[src/rtl/div_sequencer.sv]
// div_sequencer: request/response wrapper around an SRT divider. Latches the
// operands, pulses the divider's reset and start pins, waits for the rising
// edge of divDone (or a timeout), applies the remainder-sign and exception
// conventions and presents the result on a valid/ready port with backpressure.
module div_sequencer #(
  parameter int N       = 32,
  parameter int TIMEOUT = N + 8
) (
  input  logic         clk,
  input  logic         rstN,
  // request side
  input  logic         reqValid,
  output logic         reqReady,
  input  logic         reqSigned,
  input  logic [N-1:0] reqX,
  input  logic [N-1:0] reqY,
  // divider side
  output logic         divRst,
  output logic         divStart,
  output logic         divSigned,
  output logic [N-1:0] divX,
  output logic [N-1:0] divY,
  input  logic         divDone,
  input  logic [N-1:0] divQ,
  input  logic [N-1:0] divR,
  input  logic         divByZero,
  // result side
  output logic         resValid,
  input  logic         resReady,
  output logic [N-1:0] resQ,
  output logic [N-1:0] resR,
  output logic         resDivByZero,
  output logic         resOverflow,
  output logic         resTimeout
);

  typedef enum logic [2:0] {
    IDLE = 3'd0,
    CLR  = 3'd1,
    GO   = 3'd2,
    WAIT = 3'd3,
    HOLD = 3'd4
  } stateT;

  localparam int CW = $clog2(TIMEOUT + 1);
  localparam logic [N-1:0] MIN_VAL = {1'b1, {(N-1){1'b0}}};

  stateT         state;
  stateT         stateNext;
  logic [CW-1:0] cnt;
  logic          divDonePrev;

  logic          doneEdge;
  logic          cntExpired;
  logic          isOverflow;
  logic [N-1:0]  qCalc;
  logic [N-1:0]  rCalc;

  assign doneEdge   = divDone & ~divDonePrev;
  assign cntExpired = (cnt == CW'(TIMEOUT - 1));
  assign isOverflow = divSigned && (divX == MIN_VAL) && (divY == '1);

  // State register.
  always_ff @(posedge clk or negedge rstN) begin
    // NOTE: sequential state uses non-blocking (<=) so every register samples
    // pre-edge values regardless of block ordering.
    if (!rstN) state <= IDLE;
    else       state <= stateNext;
  end

  // Next-state logic.
  always_comb begin
    // NOTE: default first so every path assigns stateNext and no latch forms.
    stateNext = state;
    unique case (state)
      IDLE:    if (reqValid) stateNext = CLR;
      CLR:     stateNext = GO;
      GO:      stateNext = WAIT;
      WAIT:    if (doneEdge || cntExpired) stateNext = HOLD;
      HOLD:    if (resReady) stateNext = IDLE;
      default: stateNext = IDLE;
    endcase
  end

  // Handshake and divider control pins, decoded from the current state.
  always_comb begin
    reqReady = (state == IDLE);
    divRst   = (state == CLR);
    divStart = (state == GO);
    resValid = (state == HOLD);
  end

  // Result conventions: div-by-zero beats overflow beats the normal path.
  // The divider returns a remainder magnitude; it takes the dividend's sign.
  always_comb begin
    if (divByZero) begin
      qCalc = '1;
      rCalc = divX;
    end else if (isOverflow) begin
      qCalc = divX;
      rCalc = '0;
    end else begin
      qCalc = divQ;
      rCalc = (divSigned && divX[N-1]) ? -divR : divR;
    end
  end

  // Operand latch: captured on accept, held until the next accept.
  always_ff @(posedge clk or negedge rstN) begin
    if (!rstN) begin
      divX      <= '0;
      divY      <= '0;
      divSigned <= 1'b0;
    end else if (state == IDLE && reqValid) begin
      divX      <= reqX;
      divY      <= reqY;
      divSigned <= reqSigned;
    end
  end

  // WAIT cycle counter and done-edge history. divDonePrev follows divDone in
  // every state: a divider that honours divRst is already low by GO, so this
  // equals clearing it there, while a level stuck high across CLR can never
  // look like a fresh completion.
  always_ff @(posedge clk or negedge rstN) begin
    if (!rstN) begin
      cnt         <= '0;
      divDonePrev <= 1'b0;
    end else begin
      divDonePrev <= divDone;
      if (state == GO)        cnt <= '0;
      else if (state == WAIT) cnt <= cnt + CW'(1);
    end
  end

  // Result registers: loaded when WAIT ends, flags dropped on result handshake.
  always_ff @(posedge clk or negedge rstN) begin
    if (!rstN) begin
      resQ         <= '0;
      resR         <= '0;
      resDivByZero <= 1'b0;
      resOverflow  <= 1'b0;
      resTimeout   <= 1'b0;
    end else if (state == WAIT && doneEdge) begin
      resQ         <= qCalc;
      resR         <= rCalc;
      resDivByZero <= divByZero;
      resOverflow  <= !divByZero && isOverflow;
      resTimeout   <= 1'b0;
    end else if (state == WAIT && cntExpired) begin
      resQ         <= '0;
      resR         <= '0;
      resDivByZero <= 1'b0;
      resOverflow  <= 1'b0;
      resTimeout   <= 1'b1;
    end else if (state == HOLD && resReady) begin
      resDivByZero <= 1'b0;
      resOverflow  <= 1'b0;
      resTimeout   <= 1'b0;
    end
  end

endmodule
[config.mk]
export PLATFORM = sky130hd
export DESIGN_NAME = div_sequencer
export DESIGN_NICKNAME = d
export VERILOG_FILES = /design/src/rtl/div_sequencer.sv
export SDC_FILE = /design/constraint.sdc
export NUM_CORES = 1
export LEC_CHECK = 0
export BUFFER_PORTS_ARGS = -buffer_cell sky130_fd_sc_hd__clkbuf_2
export CAP_MARGIN = 0
export CORE_MARGIN = 5
export CORE_UTILIZATION = 52
export CTS_BUF_LIST = sky130_fd_sc_hd__clkbuf_16
export CTS_CLUSTER_DIAMETER = 60
export CTS_CLUSTER_SIZE = 16
export DETAILED_ROUTE_END_ITERATION = 8
export GPL_ROUTABILITY_DRIVEN = 0
export HOLD_SLACK_MARGIN = 0.08
export PLACE_DENSITY_LB_ADDON = 0.05
export RECOVER_POWER = 100
export REMOVE_ABC_BUFFERS = 1
export SLEW_MARGIN = 30
export SYNTH_ARGS = -nofsm -noshare
export SYNTH_HDL_FRONTEND = slang
export SYNTH_SLANG_ARGS = --single-unit
[constraint.sdc]
create_clock -name clk -period 4.7 [get_ports clk]
set_input_delay 0.235 -clock clk [delete_from_list [all_inputs] [get_ports clk]]
set_output_delay 0.235 -clock clk [all_outputs]
set_load 0.05 [all_outputs]
# Yosys cells after proc, flatten, opt, wreduce, memory -nomap -nowiden
# Cells that the tools add are included.
# totals
register_bits	142
out_inout_bits	136
wordCells	60
# op_classes
n_addsub	2
n_bitwise	2
n_reduce_logical	15
n_eq_ne	10
muxes	20
# op_table
cell	n
$mux W32	8
$eq A32 B32 Y1 const B	2
$neg A32 Y32	1
$pmux W3 S5	1
$mux W6	2
$mux W3	3
$logic_and A1 B1 Y1	8
$add A6 B1 Y6 const B	1
$eq A3 B2 Y1 const B	2
$eq A6 B6 Y1 const B	1
$mux W1	6
$ne A2 B2 Y1 const B	2
$reduce_bool A2 Y1	2
$eq A3 B1 Y1 const B	1
$eq A3 B3 Y1 const B	1
$logic_not A3 Y1	1
$reduce_and A3 Y1	1
$reduce_bool A3 Y1	1
$ne A2 B1 Y1 const B	1
$and A1 B1 Y1	1
$logic_not A1 Y1	1
$logic_or A1 B1 Y1	1
$not A1 Y1	1

# Logic depth before layout (Yosys ltp)
# Gate-level depths: netlist of run 1.
# logic_depth
word_depth	6
depth_mapped	8
ltp_nobuf	8

# Worst setup path before layout of run 1
# No wires, ideal clock.
# synth_timing
kind	register to register
start	register state[0]
end	register divSigned
slack_ns	1.748
synth_period_minus_slack_ns	2.952
t_arrival_ns	2.827
stages_incl_launch_ff	7
required_ns	4.575
n_path_buf	3
path_cell_list	dfrtp_1 -> clkbuf_1 -> nor3_1 -> and2_1 -> clkbuf_1 -> buf_2 -> mux2_2
# synth_between
elab_chain_cells	2
# synth_rtl
element	line	rtl
start: declaration	48	stateT state;
start signal: assignment	68	else state <= stateNext;
$logic_not A3 Y1	n/a	
via reqReady	13	output logic reqReady,
$logic_and A1 B1 Y1	114	end else if (state == IDLE && reqValid) begin
end signal: assignment	117	divSigned <= reqSigned;
end: declaration	20	output logic divSigned,
# The timed path passes the listed nets, and every way through them passes these cells.
# A chain may end at the register's enable or synchronous reset.

# Final worst setup path of run 1
# layout_timing
start	register state[0]
end	register divX[17]
# layout_between
elab_chain_cells	2
# layout_rtl
element	line	rtl
$logic_not A3 Y1	114	
$logic_and A1 B1 Y1	114	
end signal: assignment	115	divX <= reqX;
end: declaration	21	output logic [N-1:0] divX,
# Every way passes these cells.

==> results by group, run 1 <==
STA
  • # setup viols final: 0
  • Tmin final: 3.56 ns
  • F_max: 0.281 GHz
  • Worst Max-Slew Pin Slew: 2.55 ns
  • Final WS setup: 1.14 ns
  • Slew headroom: -0.701
  • RSZ-0062 raised after global routing: false
  • Final clock skew: 0.00543 ns
  • TNS Setup: 0 ns
  • Fin. max-slew vios: 164
  • Tcrit/Tclk final: 0.757
  • Count of final hold-check violations: 0
  • WHS: 0.0988 ns

Clock network
  • Clk_lat worst skew: 0.41 ns
  • # resized after CTS: 0
  • Clock tree sinks: 142
  • Total number of H-tree levels: 4
  • CTS tree: done
  • Max Root-Sink Buffers: 2
  • Clock transition at path regs: 0.06 ns
  • Root Driver: clkbuf_16
  • Num CTS Buffers: 17

Worst setup path
  • Startpoint Class: flip-flop
  • Crit path capture type: flip-flop
  • Critical path class: reg -> reg
  • CP required: 5.00 ns
  • Worst path arrival time: 3.86 ns
  • CP Max Fanout: 51

Placement
  • # port buffers: 270
  • Minimum setup slack after placement: 1.54 ns
  • Placed insts: 938
  • HPWL after DPL: 14700 um

GRT
  • GRT Overall Usage: 0.292
  • First-pass GRT wire length: 33100 um
  • Pin count of the biggest net entering global routing: 96
  • Gr ovfl total: 0
  • Vias in the first global route: 6230
  • Antenna violations before repair: 0

Yosys
  • Most common cell in the netlist: dfrtp_1
  • Syn_area_per_cell: 12.1 um^2
  • Leading area contributor after synthesis: dfrtp_1
  • Sequential area share after synthesis: 0.554
  • Share of the synthesized area in the top cell type: 0.554
  • Top post-synthesis cells by area: dfrtp_1 55%, mux2_2 12%, a221o_1 4.8%, a22oi_1 3.7%, xor2_1 2.6%
  • Predominant post-synthesis flop cell: dfrtp_1
  • Synth cell count leaders: 142 x dfrtp_1, 66 x mux2_2, 33 x o21ai_0, 32 x a22oi_1, 31 x a221o_1
  • EDFF count, synth: 0
  • Post-synthesis cell count: 529
  • Synth Register Bits: 142
  • Distinct cells, synth: 45
  • Cell Area, Synth: 6420 um^2
  • Yosys warns: 0
  • Asr flop ratio synth: 1.00

Run
  • Total of max-cap violations: 3

Floorplanning
  • Chip height: 121 um
  • # rows: 40
  • Die width: 121 um
  • Initial Util: 0.532
  • I/O Pins: 271
  • Core footprint: 12100 um^2
  • Die ar.: 14700 um^2

Routing
  • DR pass1 iterations: 5
  • Final WL: 21800 um
  • Number of vias in the routed layout: 6122
  • M1 WL: 8030 um
  • DRC viols: 0
  • Routed length on met3: 1790 um
  • Initial drt markers: 450
  • Max layer used: met4
  • Met2 routed WL: 11400 um
  • Routed vias/inst: 5.73
  • Post-DRT Antenna Nets: 0
  • Drt wl/cell: 20.4 um

Layout
  • Layout Utilization: 0.775
  • Area delta synth->final: 45.7%
  • Share of cells above drive strength 1: 0.271
  • N_diodes: 0
  • Layout net count: 1024
  • Non-Filler Instances: 1068

Power
  • Lkg Pwr: 4.05 nW
  • Pwr/cell area: 817 nW/um^2
  • Peak supply drop: 0.620 mV

Min path
  • Hold Path Class: in -> reg

Outcome
  • Failing checks: max-capacitance violations, max-slew violations
  • Status: finished with violations
## placed cells by master, fill, tap and decap left out, types with 3 or more instances in the layout
master / n
a21o_1: 3
a21oi_1: 8
a221o_1: 31
a22o_1: 3
a22oi_1: 32
buf_4: 4
bufinv_16: 5
clkbuf_1: 138
clkbuf_16: 17
clkbuf_2: 132
clkinv_2: 3
dfrtp_1: 142
dlygate4sd3_1: 97
inv_1: 7
mux2_2: 66
nand2_1: 17
nand2b_1: 5
nand3_1: 4
nand4_1: 15
nor2_1: 18
nor3_1: 9
nor4_1: 14
nor4b_1: 4
o21ai_0: 43
o31ai_1: 5
o41ai_1: 3
or3_1: 3
or4_1: 6
xnor2_1: 11
xor2_1: 19
## registers in the layout, summed over array words and instances, names as in the netlist
register      count
resDivByZero      1
cnt               6
state             3
divSigned         1
divY             32
resQ             32
resOverflow       1
divDonePrev       1
resR             32
divX             32
resTimeout        1
## logic make-up after synthesis
kind of cell,synth area share
flops,0.554
mux,0.119
buf+inv,0.0228
compound gates,0.159
simple gates,0.101
fa+ha+maj,0.00390
xor+xnor,0.0409
## path summary, 6_finish.rpt
| check | endpoint | start | cells past startpoint | slack [ns] |
|---|---|---|---|---|
| max | divX[17] | state[0] | 4 | 1.14 |
| min | divX[10] | reqX[10] | 2 | 0.1 |
| max reg2reg | divX[17] | state[0] | 4 | 1.14 |
| min reg2reg | resQ[31] | resQ[31] | 2 | 0.49 |
| max in group asynchronous | resQ[2] | rstN | 3 | 1.85 |
| min in group asynchronous | divY[22] | rstN | 2 | 1.17 |
## area by class of cell
cell class / count / area [um^2]
inverter: 4 / 15.0
fill: 851 / 2710
sequential: 142 / 3550
tap: 168 / 210
timing repair buffer: 372 / 2210
multi-input combinational: 350 / 2730
clock buffer: 17 / 425
clock inverter: 15 / 204
## power by group
part / internal [mW] / total [mW] / leakage (nW) / switching [mW]
clock: 0.931 / 1.44 / 0.314 / 0.505
combinational: 0.955 / 3.84 / 2.00 / 2.88
sequential: 1.80 / 2.36 / 1.73 / 0.562
total: 3.69 / 7.64 / 4.05 / 3.95
## repair_timing
item,CTS,global route
hold buffers,97,0
endpoints found under the hold margin,190,0
buffers inserted,0,0
## per-layer routing
| layer | global-route usage | vias to the layer above |
|---|---|---|
| met4 | 0.117 | 0 |
| met3 | 0.0765 | 43 |
| li1 | - | 2756 |
| met5 | 0 | - |
| met1 | 0.338 | 3019 |
| met2 | 0.516 | 304 |
## per-stage QoR
stage          instance area (um^2)  power [mW]
2_1_floorplan                  6290        5.15
3_3_place_gp                   7900        6.18
3_5_place_dp                   7910        6.24
4_1_cts                        9510        7.77
5_1_grt                        9350        7.95
6_report                       9350        7.64
## worst max-delay path, cell delays in order (launching register included)
cell and delay, ns:
dfrtp_1 0.49, nor3_1 0.31, and2_1 1.71, buf_4 0.52, mux2_2 0.37
(Power assumes the default switching activity.)
==> run 2, diff against run 1 <==
--- a/config.mk
+++ b/config.mk
@@ -8,7 +8,7 @@
 export BUFFER_PORTS_ARGS = -buffer_cell sky130_fd_sc_hd__clkbuf_2
 export CAP_MARGIN = 0
 export CORE_MARGIN = 5
-export CORE_UTILIZATION = 52
+export CORE_UTILIZATION = 48
 export CTS_BUF_LIST = sky130_fd_sc_hd__clkbuf_16
 export CTS_CLUSTER_DIAMETER = 60
 export CTS_CLUSTER_SIZE = 16
==> constraint.sdc (replaced) <==
create_clock -name clk -period 3.65 [get_ports clk]
set_input_delay 0.1825 -clock clk [delete_from_list [all_inputs] [get_ports clk]]
set_output_delay 0.1825 -clock clk [all_outputs]
set_load 0.05 [all_outputs]
==> run 2 against run 1 <==
Compared with the run above: the run still ends with max-capacitance violations, max-slew violations left; flip-flop and latch count unchanged; register-to-register slack worse by 0.37 ns; worst hold slack worse by 0.0083 ns; highest routed layer unchanged.
==> results by group, run 2 (same netlist as run 1, synthesis figures left out) <==
Layout
  • Layout Utilization: 0.716 (was 0.775)
  • Storage element area: 3550 um^2 (unchanged)
  • Layout net count: 1035 (was 1024)
  • Area delta synth->final: 47.1% (was 45.7%)
  • Share of cells above drive strength 1: 0.269 (was 0.271)
  • Most frequent cells in the layout: 142 x dfrtp_1, 138 x clkbuf_1, 135 x clkbuf_2 (was 142 x dfrtp_1, 138 x clkbuf_1, 132 x clkbuf_2)
  • Area of the multi-input gates: 2730 um^2 (about the same)
  • FILL cells: 1049 (was 851)
  • Most common cell after layout, fill and taps aside: dfrtp_1 (unchanged)

Worst setup path
  • Largest delay contributor family on the critical path: simple AND/OR/NAND/NOR gates (unchanged)
  • CP Max Fanout: 32 (was 51)
  • CP required: 3.91 ns (was 5.00 ns)
  • Startpoint Class: flip-flop (unchanged)
  • CP max-delay cell: nor4_1 (was and2_1)
  • Buf/Inv on CP: 1 (unchanged)
  • Critical path class: reg -> reg (unchanged)
  • Crit path capture type: flip-flop (unchanged)
  • CP Cell Sequence: nor4b_1, nand4_1, nor4_1, or3_1, clkbuf_2, o21ai_0 (was nor3_1, and2_1, buf_4, mux2_2)
  • Worst path max stage delay: 0.68 ns (was 1.71 ns)
  • Worst path arrival time: 3.14 ns (was 3.86 ns)

Placement
  • HPWL after DPL: 14500 um (was 14700 um)
  • # port buffers: 270 (unchanged)
  • Minimum setup slack after placement: 0.959 ns (was 1.54 ns)

Clock network
  • Clock transition at path regs: 0.06 ns (about the same)
  • Root Driver: clkbuf_16 (unchanged)
  • Clock tree sinks: 142 (unchanged)
  • # resized after CTS: 0 (unchanged)
  • Post-CTS Setup Bufs: 0 (unchanged)
  • Total number of H-tree levels: 4 (unchanged)
  • Num CTS Buffers: 17 (unchanged)
  • Hold-fix buffers, CTS: 106 (was 97)
  • Max Root-Sink Buffers: 2 (unchanged)
  • CTS tree: done (unchanged)
  • Clk_lat worst skew: 0.42 ns (was 0.41 ns)

GRT
  • Vias in the first global route: 6476 (was 6230)
  • Antenna violations before repair: 0 (unchanged)
  • First-pass GRT wire length: 35700 um (was 33100 um)
  • Pin count of the biggest net entering global routing: 125 (was 96)
  • GRT Overall Usage: 0.284 (was 0.292)
  • Gr ovfl total: 0 (unchanged)

Routing
  • Post-DRT Antenna Nets: 0 (unchanged)
  • Drt wl/cell: 20.3 um (was 20.4 um)
  • Final WL: 22000 um (was 21800 um)
  • DR pass1 iterations: 5 (unchanged)
  • Number of vias in the routed layout: 6127 (was 6122)
  • Initial drt markers: 269 (was 450)
  • Routed vias/inst: 5.64 (was 5.73)
  • DRC viols: 0 (unchanged)

Power
  • Comb pwr share: 0.503 (about the same)
  • Flop pwr share: 0.312 (was 0.309)
  • Sw frac: 0.521 (was 0.517)
  • Peak supply drop: 0.636 mV (was 0.620 mV)
  • Sw power: 5.09 mW (was 3.95 mW)
  • Lkg Pwr: 4.07 nW (was 4.05 nW)
  • Internal power: 4.68 mW (was 3.69 mW)
  • Clock power frac: 0.184 (was 0.188)
  • Pwr/cell area: 1030 nW/um^2 (was 817 nW/um^2)

STA
  • Final WS setup: 0.770 ns (was 1.14 ns)
  • # setup viols final: 0 (unchanged)
  • RSZ-0062 raised after global routing: false (unchanged)
  • F_max: 0.347 GHz (was 0.281 GHz)
  • Tmin final: 2.88 ns (was 3.56 ns)
  • Final clock skew: 0.00909 ns (was 0.00543 ns)
  • Tcrit/Tclk final: 0.789 (was 0.757)
  • TNS Setup: 0 ns (unchanged)
  • Slew headroom: -0.208 (was -0.701)
  • Worst Max-Slew Pin Slew: 1.81 ns (was 2.55 ns)
  • Fin. max-slew vios: 33 (was 164)
  • Count of final hold-check violations: 0 (unchanged)

Outcome
  • Failing checks: max-capacitance violations, max-slew violations (unchanged)
  • Status: finished with violations (unchanged)

Floorplanning
  • Chip height: 126 um (was 121 um)
  • # rows: 42 (was 40)
  • Die width: 126 um (was 121 um)
  • Die ar.: 15800 um^2 (was 14700 um^2)
  • I/O Pins: 271 (unchanged)
  • Core footprint: 13200 um^2 (was 12100 um^2)
  • Initial Util: 0.487 (was 0.532)

Run
  • Total of max-cap violations: 1 (was 3)

Min path
  • Hold Path Class: in -> reg (unchanged)
## run 2: metrics by stage
stage                     power (mW)  hold WS [ns]  area [um^2]  std cells
after CTS                       9.95        0.0827         9600       1085
after global routing            10.2         0.115         9440       1086
after global placement          7.97         0.313         7930        948
after floorplan                 6.64        -0.113         6290        496
after detailed placement        8.05         0.318         7940        948
final                           9.76        0.0905         9440       1087
## run 2: cell type report
class,instances,area share
Antenna cell,1,0.000265
Tap cell,176,0.0233
Timing Repair Buffer,383,0.245
Multi-Input combinational cell,350,0.289
Clock buffer,17,0.0451
Clock inverter,14,0.0186
Sequential cell,142,0.376
Inverter,4,0.00159
## run 2: worst paths after layout
path / slack, ns / endpoint / cells past startpoint / from
max: 0.77 / resR[5] / 6 / divX[0]
min: 0.09 / resR[1] / 3 / divR[1]
max reg2reg: 0.77 / resR[5] / 6 / divX[0]
min reg2reg: 0.48 / resDivByZero / 1 / resDivByZero
max in group asynchronous: 1.13 / divX[20] / 4 / rstN
min in group asynchronous: 0.80 / cnt[3] / 2 / rstN
## run 2: per-layer routing
layer  part of all wire  global-route usage  wire length, um  vias to the layer above
li1                   -                   -                -                     2764
met1               0.38               0.339             8400                     3032
met2               0.51               0.490            11300                      285
met3              0.080              0.0902             1770                       46
met4              0.026              0.0918              584                        0
met5                  0                   0                0                        -
## run 2: power by group through the flow
stage	Combinational [mW]	Sequential (mW)	Clock, mW
after floorplan	1.28	5.35	0
after global placement	4.96	3.02	0
after detailed placement	5.01	3.04	0
after CTS	5.12	3.03	1.81
after global routing	5.17	3.16	1.89
final	4.91	3.05	1.80
## run 2: tightest hold or removal path, cell delays in order
cell      delay (ns)
clkbuf_2        0.10
mux2i_1         0.06
o21ai_0         0.13
